===== src/rtl/sar_search.sv =====
// sar_search: MSB-first successive-approximation controller driving a comparator.
// Optional early exit on cmp_eq when SAR_EARLY_EXIT_EN is defined.
module sar_search #(
  parameter int N = 8,
  localparam int CW = $clog2(N + 1)
) (
  input  logic          clk,
  input  logic          rst_n,
  input  logic          start,
  input  logic          cmp_eq,
  input  logic          cmp_lt,
  output logic [N-1:0]  guess,
  output logic          busy,
  output logic          done,
  output logic [N-1:0]  result,
  output logic [CW-1:0] probe_cnt
);

  localparam int KW = $clog2(N);

  typedef enum logic {
    IDLE,
    PROBE
  } state_t;

  state_t        state, state_n;
  logic [KW-1:0] k, k_n;
  logic [N-1:0]  guess_n, result_n;
  logic [CW-1:0] cnt_n;
  logic          done_n;
  logic [N-1:0]  bit_k, bit_next, decided;
  logic          hit;

`ifdef SAR_EARLY_EXIT_EN
  assign hit = cmp_eq;
`else
  logic unused_eq;
  assign unused_eq = cmp_eq;
  assign hit = 1'b0;
`endif

  assign bit_k    = N'(1) << k;
  assign bit_next = bit_k >> 1;
  assign decided  = cmp_lt ? (guess & ~bit_k) : guess;
  assign busy     = (state == PROBE);

  always_ff @(posedge clk or negedge rst_n) begin
    if (!rst_n) begin
      state     <= IDLE;
      guess     <= '0;
      k         <= '0;
      done      <= 1'b0;
      result    <= '0;
      probe_cnt <= '0;
    end else begin
      state     <= state_n;
      guess     <= guess_n;
      k         <= k_n;
      done      <= done_n;
      result    <= result_n;
      probe_cnt <= cnt_n;
    end
  end

  always_comb begin
    state_n  = state;
    guess_n  = guess;
    k_n      = k;
    cnt_n    = probe_cnt;
    result_n = result;
    done_n   = 1'b0;
    unique case (state)
      IDLE: begin
        if (start) begin
          guess_n = {1'b1, {(N-1){1'b0}}};
          k_n     = KW'(N - 1);
          cnt_n   = '0;
          state_n = PROBE;
        end
      end
      PROBE: begin
        cnt_n = probe_cnt + 1'b1;
        // a hit means guess already equals the target
        if (hit) begin
          result_n = guess;
          guess_n  = '0;
          done_n   = 1'b1;
          state_n  = IDLE;
        end else if (k != '0) begin
          guess_n = decided | bit_next;
          k_n     = k - 1'b1;
        end else begin
          result_n = decided;
          guess_n  = '0;
          done_n   = 1'b1;
          state_n  = IDLE;
        end
      end
      default: state_n = IDLE;
    endcase
  end

endmodule


===== config.mk =====
export PLATFORM = sky130hd
export DESIGN_NAME = sar_search
export DESIGN_NICKNAME = d
export VERILOG_FILES = /design/src/rtl/sar_search.sv
export SDC_FILE = /design/constraint.sdc
export NUM_CORES = 1
export LEC_CHECK = 0
export ABC_AREA = 1
export BUFFER_PORTS_ARGS = -buffer_cell sky130_fd_sc_hd__buf_2
export CORE_MARGIN = 8
export CORE_UTILIZATION = 56
export DETAILED_ROUTE_END_ITERATION = 8
export GPL_TIMING_DRIVEN = 0
export PLACE_DENSITY = 0.89
export RECOVER_POWER = 50
export SLEW_MARGIN = 40
export SYNTH_ARGS = -nofsm -noshare
export SYNTH_HDL_FRONTEND = slang
export SYNTH_SLANG_ARGS = --single-unit

===== constraint.sdc =====
create_clock -name clk -period 2.6 [get_ports clk]
set_input_delay 0.39 -clock clk [delete_from_list [all_inputs] [get_ports clk]]
set_output_delay 0.39 -clock clk [all_outputs]
set_load 0.005 [all_outputs]

; After elaboration in Yosys (flattened, before gate mapping)
; Index checks and enable logic that the tools add are counted.
; W data, S select, Z words.
[word_totals]
register_bits = 25
inputBits = 5
output_inout_bits = 22
wordCells = 33
[classes]
n_addsub = 2
eq_ne = 2
n_shift = 1
muxes = 14
bitwise_logic = 5
reduce_logical = 3
[op_table]
columns = op, count
row1 = $mux W8, 3
row2 = $pmux W8 S2, 1
row3 = $and A8 B8 Y8, 1
row4 = $not A8 Y8, 1
row5 = $or A8 B7 Y8, 1
row6 = $pmux W4 S2, 1
row7 = $shl A1 B3 Y8 const A, 1
row8 = $mux W3, 2
row9 = $pmux W3 S2, 1
row10 = $add A4 B1 Y4 const B, 1
row11 = $mux W1, 4
row12 = $mux W4, 1
row13 = $reduce_and A2 Y1, 2
row14 = $reduce_bool A3 Y1, 1
row15 = $sub A3 B1 Y3 const B, 1
row16 = $ne A2 B1 Y1 const B, 1
row17 = $ne A2 B2 Y1 const B, 1
row18 = $not A1 Y1, 2
row19 = $pmux W1 S2, 1

; Logic depth before layout (Yosys ltp)
[logic_depth]
ltp_word = 7
depth_mapped = 8
mapped_depth_nobuf = 7

; Least setup slack after synthesis
; No wires, ideal clock.
[synth_timing]
path_kind = register to register
start = register k[0]
end = register result[7]
setup_time_ns = 0.126
t_arrival_ns = 1.198
required_time_ns = 2.474
slack_ns = 1.277
path_stages_with_launch = 9
path_buffers = 1
period_less_slack_ns = 1.323
path_cell_list = dfrtp_1 > inv_1 > ha_1 > nand2_4 > nor2_8 > inv_4 > buf_6 > nand2_2 > o21ai_2
[synth_between]
elab_chain_len = 4
elab_cells_between_ends = 7
cone_classes = 1 x shift / 1 x mux / 3 x bitwise / 2 x reduce/logical
[synth_rtl]
columns = item, line
row1 = start: declaration, 27  ; logic [KW-1:0] k, k_n;
row2 = start signal: assignment, 58  ; k <= k_n;
row3 = $shl A1 B3 Y8, 42  ; assign bit_k = N'(1) << k;
row4 = $not A8 Y8, 44  ; assign decided = cmp_lt ? (guess & ~bit_k) : guess;
row5 = $and A8 B8 Y8, 44
row6 = $mux W8, 44
row7 = end signal: assignment, 60  ; result <= result_n;
row8 = end: declaration, 15  ; output logic [N-1:0] result,
; Several ways; a longest one is shown, not always the timed one.
; A chain may end at the register's enable or synchronous reset.

; Worst setup path after layout
; Ends and elaborated chain as after synthesis.

==> key figures <==
Run status
  • Status: complete, no violations

Floorplan
  • DIE AREA: 0.003946 mm^2
  • Initial Util: 57.13%
  • Site Rows: 17
  • Die X: roughly 63 um
  • IO Count: 27
  • Core area: 0.002148 mm^2
  • Die boundary height: 62.82 um

Clock network
  • Hold_buf cts: 0
  • Maximum clock insertion buffer count: 2
  • CTS Sinks: 25
  • CTS resizes: 0
  • Clock transition at the registers of the reported paths: approximately 0.13 ns
  • CTS tree: done
  • H-Tree Depth: 1
  • Setup repair bufs after CTS: 0
  • Worst skew pair latency: approximately 0.31 ns
  • Total CTS buffers: 3
  • Clk root buf: clkbuf_4

Routing
  • Routed length per instance: 12.79 um
  • Final WL: about 2500 um
  • Detail Route Antenna Nets: 0
  • Drt via density: around 5.1
  • DR vias: 992
  • DR DRC count: 0
  • Initial DRC count: 37
  • Pre-antenna DRT Iters: 4

Layout
  • Flip-flop and latch area: about 630 um^2
  • Multi-input gate area: between 500 and 600 um^2
  • # fillers: approximately 190
  • Share of layout cells above drive strength 1: approximately 23%
  • Syn-to-layout area delta: 12.84%
  • Ant. Diodes: 0
  • Nets: around 180

Timing
  • Tcrit/Tclk final: between 60% and 70%
  • RSZ-0062 raised after global routing: no
  • Achievable Freq: 586.8 MHz
  • Worst Tran Pin Value: 1.268 ns
  • Final setup fails: 0
  • Max-slew violations: 0
  • Final min period: about 1.7 ns
  • Fin. Hold Viols: 0
  • Clock Skew: about 0.0033 ns
  • Post-route setup TNS: 0 ns
  • Rel. slew slack: between 15 and 20%

Global route
  • Initial antenna violation count: 0
  • Overall Global Routing Usage: around an eighth
  • GRT overflow: 0
  • First-pass GRT wire length: 4422 um
  • Vias in the first global route: between 900 and 1000
  • Pin count of the biggest net entering global routing: 26

Critical path
  • Crit path max fanout: 10
  • WP data arrival: 1.92 ns
  • Crit start category: flop
  • Kind of end point of the critical path: flop
  • Critical Path RT: 2.81 ns
  • Crit Path Class: reg2reg

Synthesis
  • Post-synthesis async set-or-reset flop share: 100.0%
  • Most used DFF post-synth: dfrtp_1
  • Mapped Area: around 0.0012 mm^2
  • Cell taking the most area after synthesis: dfrtp_1
  • Synth cell types: 19
  • Top post-synthesis cells by count: nand2_1 (56), dfrtp_1 (25), nand3_1 (9)
  • Syn_nets: 148
  • Post-synth EDFFs: 0
  • Avg Cell Area, Syn: 8.959 um^2
  • Synth area leaders: dfrtp_1 (51%), nand2_1 (17%), ha_1 (6.1%)
  • Area share of the largest cell type after synthesis: 50.97%
  • Ys Warns: 0
  • Syn Inst Count: roughly 140
  • Sequential-to-total area share from yosys stat: slightly above 50%
  • Synth Register Bits: 25
  • Most frequent cell after synthesis: nand2_1

Place
  • Dpl hpwl: 1919 um
  • PortBufs: 25
  • GPL Wtd Cong: 0.7949

Power
  • Pwr Density: around 1200 mW/mm^2
  • Leak Pwr: 0.7628 nW
  • Total power: around 1.7 mW
  • Worst IR Drop VDD: 0.5680 mV

Hold path
  • Worst min path class: in2async

Job
  • Max-cap violations: 0
## routing by layer
layer  up-vias  wire, um  track usage [%]
li1        494         -                -
met1       466      1106            15.67
met2        28      1184            21.73
met3         4       157            4.301
met4         0        34            5.128
met5         -         0                0
## layout by cell type, fill, tap and decap left out
master / Yosys / routed
nand2_1: 56 / 56
nor2_1: 1 / 3
a21oi_1: 4 / 4
clkbuf_4: 0 / 3
inv_1: 8 / 9
nand3_1: 9 / 9
clkinv_2: 0 / 1
o21ai_0: 8 / 8
buf_6: 2 / 2
ha_1: 6 / 6
nand2_2: 3 / 3
nand2_4: 1 / 1
dfrtp_1: 25 / 25
a22o_1: 1 / 1
o21ai_2: 7 / 7
inv_4: 1 / 1
buf_2: 0 / 19
inv_8: 1 / 1
clkbuf_1: 0 / 7
## report_power, final
part	switching [mW]	total (mW)	internal, mW
registers	0.115	0.667	0.552
logic	0.504	0.826	0.322
clock network	0.110	0.168	0.0576
## cells by family (layout without fill, tap and decap cells)
| logic type | count (synthesis) | count (layout) | share of synthesized area, % |
|---|---|---|---|
| AND/OR/NAND/NOR | 72 | 72 | 25.69 |
| flip-flops | 25 | 25 | 50.97 |
| AO/OA/AOI/OAI | 20 | 20 | 10.60 |
| buffers and inverters | 14 | 43 | 6.626 |
| adder cells (fa/ha/maj) | 6 | 6 | 6.116 |
## worst max-delay path, cell delays in order, from the launching register on
cell and delay, ns:
dfrtp_1 0.42, inv_1 0.16, ha_1 0.29, nand2_4 0.07
nor2_1 0.30, inv_4 0.09, buf_6 0.17, nand2_2 0.06
o21ai_2 0.04
## final timing paths
| path | from | end | slack [ns] | depth (start not counted) |
|---|---|---|---|---|
| max | k[0] | result[7] | 0.90 | 8 |
| min | rst_n | result[0] | 0.31 | 1 |
| max reg2reg | k[0] | result[7] | 0.90 | 8 |
| min reg2reg | result[7] | result[7] | 0.50 | 2 |
| max in group asynchronous | rst_n | probe_cnt[0] | 1.54 | 1 |
| min in group clk | start | guess[7] | 0.33 | 3 |
## layout make-up
class	instances	share of cell area (%)
sequential	25	45.17
timing repair buffer	25	8.491
buffer	3	1.897
tap	28	2.529
clock buffer	3	1.626
clock inverter	1	0.3613
multi-input combinational	98	36.22
inverter	11	3.704
## flip-flops by register name (all words and copies together), names as in the netlist
register / cells
busy: 1
k: 3
result: 8
done: 1
probe_cnt: 4
guess: 8
## through the flow
step                      utilization [%]  area (um^2)  hold WS (ns)  worst slack (ns)  cells
final                               64.47         1385        0.3132            0.8959    194
after global routing                64.47         1385        0.3712            0.7941    194
after CTS                           65.87         1415       0.03858             1.101    194
after detailed placement            64.59         1388        0.3994             1.123    190
after global placement              64.59         1388        0.3935             1.188    190
after floorplan                         -         1227       0.09441             1.277    137
Power figures use the tool's default switching activity.
